$ cat src/rtl/bcd_serial_sub100.sv
// ---------------------------------------------------------------------------
// bcd_serial_sub100
//
// Digit-serial packed-BCD subtractor: diff = a - b - bin, one BCD digit per
// clock, least significant digit first. A subtraction takes NDIG cycles in
// RUN, followed by a single DONE cycle that pulses done.
//
// Ports
//   clk    : single clock, all state changes on the rising edge
//   rst    : synchronous active-high reset (overrides start)
//   start  : begin a subtraction; only looked at while idle
//   a      : minuend, packed BCD, digit i at [4i+3:4i]
//   b      : subtrahend, same packing as a
//   bin    : borrow into digit 0
//   diff   : packed-BCD result (ten's complement when bout=1)
//   bout   : borrow out of the most significant digit
//   busy   : high while digits are being processed (RUN)
//   done   : one-cycle pulse; diff, bout and err are valid from here on
//   err    : sticky flag, some digit of a or b was not a valid BCD digit
// ---------------------------------------------------------------------------
module bcd_serial_sub100 #(
    parameter int NDIG = 100
) (
    input  logic              clk,
    input  logic              rst,
    input  logic              start,
    input  logic [4*NDIG-1:0] a,
    input  logic [4*NDIG-1:0] b,
    input  logic              bin,
    output logic [4*NDIG-1:0] diff,
    output logic              bout,
    output logic              busy,
    output logic              done,
    output logic              err
);

    localparam int W     = 4 * NDIG;
    localparam int IDX_W = (NDIG > 1) ? $clog2(NDIG) : 1;
    localparam logic [IDX_W-1:0] LAST_IDX = IDX_W'(NDIG - 1);

    typedef enum logic [1:0] {
        IDLE = 2'd0,
        RUN  = 2'd1,
        DONE = 2'd2
    } state_t;

    state_t state_reg, state_next;

    // Operands are captured into shift registers so the active digit is
    // always in the low nibble; this avoids a wide NDIG:1 digit multiplexer.
    logic [W-1:0]     a_sh_reg;
    logic [W-1:0]     b_sh_reg;
    logic [W-1:0]     diff_reg;
    logic             borrow_reg;
    logic             bout_reg;
    logic             err_reg;
    logic [IDX_W-1:0] idx_reg;

    // ---------------------------------------------------------------------
    // Single-digit subtract stage
    // ---------------------------------------------------------------------
    logic [3:0] a_dig;
    logic [3:0] b_dig;
    logic [4:0] r;
    logic [3:0] dig_out;
    logic       dig_borrow;
    logic       dig_bad;
    logic [W-1:0] diff_shift;

    always_comb begin
        a_dig      = a_sh_reg[3:0];
        b_dig      = b_sh_reg[3:0];
        // 5-bit two's complement: bit 4 set means the digit went negative.
        r          = {1'b0, a_dig} - {1'b0, b_dig} - {4'b0000, borrow_reg};
        dig_bad    = (a_dig > 4'd9) || (b_dig > 4'd9);
        dig_out    = r[3:0];
        dig_borrow = 1'b0;
        if (dig_bad) begin
            // Invalid input digit: emit 0 and restart the borrow chain.
            dig_out    = 4'd0;
            dig_borrow = 1'b0;
        end else if (r[4]) begin
            // r is in -10..-1; adding 10 modulo 16 yields the BCD digit.
            dig_out    = r[3:0] + 4'd10;
            dig_borrow = 1'b1;
        end
    end

    // Result digits enter at the top and move down, so after NDIG shifts
    // digit i sits at [4i+3:4i].
    generate
        if (NDIG > 1) begin : g_shift_wide
            assign diff_shift = {dig_out, diff_reg[W-1:4]};
        end else begin : g_shift_single
            assign diff_shift = dig_out;
        end
    endgenerate

    // ---------------------------------------------------------------------
    // FSM
    // ---------------------------------------------------------------------
    always_ff @(posedge clk) begin
        if (rst) begin
            state_reg <= IDLE;
        end else begin
            state_reg <= state_next;
        end
    end

    always_comb begin
        state_next = state_reg;
        case (state_reg)
            IDLE:    if (start) state_next = RUN;
            RUN:     if (idx_reg == LAST_IDX) state_next = DONE;
            DONE:    state_next = IDLE;
            default: state_next = IDLE;
        endcase
    end

    // ---------------------------------------------------------------------
    // Datapath
    // ---------------------------------------------------------------------
    always_ff @(posedge clk) begin
        if (rst) begin
            a_sh_reg   <= '0;
            b_sh_reg   <= '0;
            diff_reg   <= '0;
            borrow_reg <= 1'b0;
            bout_reg   <= 1'b0;
            err_reg    <= 1'b0;
            idx_reg    <= '0;
        end else begin
            case (state_reg)
                IDLE: begin
                    if (start) begin
                        a_sh_reg   <= a;
                        b_sh_reg   <= b;
                        borrow_reg <= bin;
                        diff_reg   <= '0;
                        bout_reg   <= 1'b0;
                        err_reg    <= 1'b0;
                        idx_reg    <= '0;
                    end
                end
                RUN: begin
                    a_sh_reg   <= a_sh_reg >> 4;
                    b_sh_reg   <= b_sh_reg >> 4;
                    diff_reg   <= diff_shift;
                    borrow_reg <= dig_borrow;
                    if (dig_bad) begin
                        err_reg <= 1'b1;
                    end
                    if (idx_reg == LAST_IDX) begin
                        bout_reg <= dig_borrow;
                    end else begin
                        idx_reg <= idx_reg + 1'b1;
                    end
                end
                default: begin
                end
            endcase
        end
    end

    assign diff = diff_reg;
    assign bout = bout_reg;
    assign err  = err_reg;
    assign busy = (state_reg == RUN);
    assign done = (state_reg == DONE);

endmodule

$ cat config.mk
export PLATFORM = sky130hd
export DESIGN_NAME = bcd_serial_sub100
export DESIGN_NICKNAME = d
export VERILOG_FILES = /design/src/rtl/bcd_serial_sub100.sv
export SDC_FILE = /design/constraint.sdc
export NUM_CORES = 2
export LEC_CHECK = 0
export BUFFER_PORTS_ARGS = -buffer_cell sky130_fd_sc_hd__buf_2
export CAP_MARGIN = 20
export CORE_AREA = 4 4 472 474
export DETAILED_ROUTE_END_ITERATION = 10
export DIE_AREA = 0 0 476 478
export SYNTH_ARGS = -nofsm -noshare
export SYNTH_HDL_FRONTEND = slang
export SYNTH_SLANG_ARGS = --single-unit
$ cat constraint.sdc
create_clock -name clk -period 2.9 [get_ports clk]
set_input_delay 0.29 -clock clk [delete_from_list [all_inputs] [get_ports clk]]
set_output_delay 0.29 -clock clk [all_outputs]
set_load 0.05 [all_outputs]
==> impl_results.rst <==
.. list-table::
   :header-rows: 1

   * - Metric
     - Value
   * - Status
     - completed
   * - Seq cells post-synth
     - between 1000 and 1500
   * - Most used flip-flop cell after synthesis
     - dfxtp_1
   * - Hold Vio Cnt, Final
     - 0
   * - Setup Viol. Count Final
     - 0
   * - Clock latency reported for the late side of the worst-skew pair
     - 770 ps
   * - Synthesized instance count
     - 5856
   * - Mux contribution to synthesized area
     - 0.000421
   * - Master cell of the clock root buffer
     - clkbuf_16
   * - Placed Cells incl. Taps
     - 9489
   * - Static Leak
     - about 29 nW
   * - Data required time at the worst endpoint
     - between 3000 and 4000 ps
   * - Final Net Count
     - between 8000 and 9000
   * - Synthesized cell area
     - around 0.048 mm2
   * - Largest net degree at the start of global routing
     - roughly 140
   * - Shortest period the worst path allows
     - 2710 ps
   * - Filler Cell Count
     - roughly 23000
   * - Setup bufs post-CTS
     - 0
   * - Number of non-filler instances in the completed layout
     - 10600
   * - Clock power frac
     - 0.425
   * - Growth of design area from synthesis to finish
     - 46.3%
   * - Slack of the critical path
     - 190 ps
   * - Worst slew margin relative to its limit
     - 0.471
   * - Effective utilization at floorplan
     - 0.217
   * - Final Cycle Share
     - 0.934
   * - Distinct cells, synth
     - 41
   * - Core ar.
     - between 0.2 and 0.25 mm2
   * - Final ANT Viol Nets
     - 0
   * - DIE WIDTH
     - 476 um
   * - Global router's overall resource usage
     - 0.172
   * - CTS H-tree depth
     - 4
   * - HPWL after detailed placement
     - 141000 um
   * - Final worst clock skew
     - approximately 47 ps
   * - Setup_tns
     - 0 ps
   * - First-pass GRT wire length
     - 305000 um
   * - Cell type with the largest total area after synthesis
     - dfxtp_1
   * - Post-synthesis compound-gate area fraction
     - 0.213
   * - Site Rows
     - 172
   * - Top area cells in the synthesized netlist
     - dfxtp_1 (51%), a311oi_1 (15%), nand2_1 (13%)
   * - TritonCTS Buffers
     - 139
   * - Unrepaired setup endpoints after global routing
     - no
   * - Busiest layer in global routing
     - met2
   * - Mapped Nets
     - 6670
   * - Vias after detailed routing
     - between 50000 and 60000
   * - Combinational family with the most area after synthesis
     - simple AND/OR/NAND/NOR gates
   * - Kind of path behind the tightest hold check
     - in2reg
   * - Top-level port count
     - 1208
   * - Die outline area
     - 0.228 mm2
   * - Met2 routing resource usage after global routing
     - 0.276
   * - Placed standard-cell area
     - 0.0567 mm2
   * - Via-per-instance ratio
     - between 4 and 5
   * - Worst Path Class, Setup
     - reg2reg
   * - Clock Path Buffers
     - 3
   * - Core utilization of the finished layout
     - 0.317
   * - Sort of element at the start of the critical path
     - flop
   * - Asr flop ratio synth
     - 0
   * - Dominant cell type by count on the critical path
     - fa_1
   * - Critical Path Slowest Stage Cell
     - or4_1
   * - Layout cells sized above 1
     - 0.205
   * - Power density normalized to cell area
     - 606 mW/mm2
   * - DRT iter0 DRCs
     - around 4200
   * - CTS tree
     - yes
   * - Adder and majority cell fraction of the synthesized area
     - 0.00295
   * - Gpl congestion
     - 0.898
   * - Area fraction of the dominant cell type after synthesis
     - 0.511
   * - Port bufs
     - roughly 1200
   * - Peak Freq
     - between 300 and 400 MHz
   * - Initial antenna violation count
     - 45
   * - Met1 Usage GRT
     - 0.195
   * - Cell internal power dissipation
     - 30.5 mW
   * - Kind of cell adding the most delay to the critical path
     - adder cells
   * - Cell area after layout
     - slightly below 0.07 mm2
   * - Slowest cell delay on critical path
     - 510 ps
   * - Sw Pwr
     - 11.6 mW
   * - Die Y-Extent
     - ~480 um
   * - Buf+Inv Stages, Crit Path
     - 1
   * - Clock tree sinks
     - 1212
   * - Hold_ws
     - between 200 and 250 ps
   * - Via count of the first global-routing pass
     - between 50000 and 60000
   * - Yosys Warn Count
     - 0
   * - Residual DRC
     - 0
   * - Global route overflow
     - 0
   * - Worst-path fanout max
     - 5
   * - Reg2Reg Setup Slack
     - 190 ps
   * - Total design power
     - about 42 mW
   * - DRT Wirelength
     - 207000 um
   * - Combinational cell fraction of total power
     - 0.138
   * - Sequential Power Share
     - 0.436
   * - GR met3 Demand/Resource
     - 0.0442
   * - Number of pins exceeding their max-slew limit in the final report
     - 0
   * - Peak supply drop
     - 450 uV
   * - Number of flops mapped to enable cells by yosys
     - 0
   * - Count of max-cap constraint violations
     - 0
   * - Arrival @ worst endpoint
     - between 3000 and 4000 ps
   * - Pre-CTS setup slack
     - 245 ps
   * - Synth Area in XOR/XNOR
     - 0.00147
   * - Area share of and/or/nand/nor cells after synthesis
     - 0.224
   * - Ordered cell list for the critical path
     - inv_1 -> fa_1 -> fa_1 -> nand2b_1 -> a211o_1 -> and2_4 -> or4_1 -> a21oi_1
   * - Register area share after synthesis
     - 0.511
   * - Worst Tran Pin Value
     - 794 ps
   * - Critical path capture point type
     - flop
   * - Mean instance size in the synthesized netlist
     - 8.11 um2
   * - Router iterations before antenna repair
     - 7
   * - Net switching fraction of the power
     - 0.275
   * - Worst-path clk slew
     - ~50 ps
   * - Average routed wire per standard cell
     - 19.5 um
==> logic make-up after synthesis <==
kind of cell	Yosys count
muxes	2
adders and majority gates	10
xor gates and xnor gates	8
AOI/OAI and AO/OA	1218
buffers and inverters	587
DFF	1212
and+or+nand+nor	2819
==> layer usage <==
| metal | vias to the layer above | wire length (um) | share of wire |
|---|---|---|---|
| met1 | 24000 | 79400 | 0.38 |
| met3 | 725 | 16100 | 0.078 |
| li1 | 23900 | - | - |
| met2 | 2316 | 94000 | 0.45 |
| met4 | 6 | 17300 | 0.084 |
| met5 | - | 40 | 0.00019 |
==> worst register-to-register path: stages, from the launching register on <==
cell	delay, ps
dfxtp_1	320
inv_1	60
fa_1	460
fa_1	460
nand2b_1	190
a211o_1	320
and2_4	190
or4_1	510
a21oi_1	130
==> timing repair <==
item / CTS / global route
endpoints found under the hold margin: 804 / 0
setup endpoints to repair: 1 / 1
gates resized for setup: 1 / 1
hold buffers: 802 / 0
==> worst paths after layout <==
kind | to | start | cells after the start
worst max-delay path | bout | b_sh_reg[0] | 8
worst min-delay path | diff[397] | start | 5
worst max register to register | bout | b_sh_reg[0] | 8
worst min register to register | b_sh_reg[296] | b_sh_reg[300] | 2
==> layout make-up <==
type | instances | area [um2] | share of cell area
Antenna cell | 46 | 115 | 0.00166
Tap cell | 2871 | 3590 | 0.0517
Clock buffer | 200 | 4040 | 0.0581
Clock inverter | 52 | 642 | 0.00924
Inverter | 10 | 50.0 | 0.000720
Sequential cell | 1212 | 24300 | 0.349
Multi-Input combinational cell | 4057 | 21000 | 0.302
Timing Repair Buffer | 2141 | 15800 | 0.227
==> cells in the final DEF (no fill, tap or decap), types with 3 or more instances in the layout <==
| cell type | synthesis | final |
|---|---|---|
| buf_12 | 0 | 56 |
| buf_4 | 0 | 76 |
| dlygate4sd3_1 | 0 | 802 |
| a21oi_1 | 5 | 5 |
| ha_1 | 8 | 8 |
| clkbuf_16 | 0 | 139 |
| diode_2 | 0 | 46 |
| xor2_1 | 7 | 7 |
| nand2_1 | 1587 | 1587 |
| dfxtp_1 | 1212 | 1211 |
| clkinv_16 | 0 | 4 |
| nand3_1 | 3 | 3 |
| clkbuf_8 | 0 | 33 |
| inv_6 | 0 | 5 |
| inv_16 | 0 | 3 |
| o21ai_0 | 6 | 6 |
| a22oi_1 | 406 | 406 |
| nand3b_1 | 3 | 3 |
| inv_1 | 9 | 9 |
| clkinvlp_4 | 0 | 3 |
| clkinv_2 | 0 | 25 |
| clkbuf_1 | 507 | 28 |
| buf_2 | 39 | 1206 |
| nor2_1 | 1208 | 1208 |
| bufinv_16 | 0 | 6 |
| a311oi_1 | 792 | 792 |
| clkinv_8 | 0 | 5 |
==> Yosys cell counts (3+ instances only) <==
| cell | n |
|---|---|
| nor2_1 | 1208 |
| nand2_1 | 1587 |
| xor2_1 | 7 |
| nand3b_1 | 3 |
| a22oi_1 | 406 |
| o21ai_0 | 6 |
| clkbuf_1 | 507 |
| dfxtp_1 | 1212 |
| inv_1 | 9 |
| ha_1 | 8 |
| a311oi_1 | 792 |
| buf_2 | 39 |
| buf_1 | 30 |
| a21oi_1 | 5 |
| nand3_1 | 3 |
==> power groups by stage <==
stage | clock network, mW | logic, mW | registers, mW
floorplan | 0 | 3.04 | 18.5
global placement | 0 | 4.73 | 18.7
detailed placement | 0 | 4.83 | 18.8
CTS | 18.3 | 5.77 | 18.4
global route | 19.0 | 6.39 | 18.5
finish | 17.9 | 5.83 | 18.4
Power figures use the tool's default switching activity.
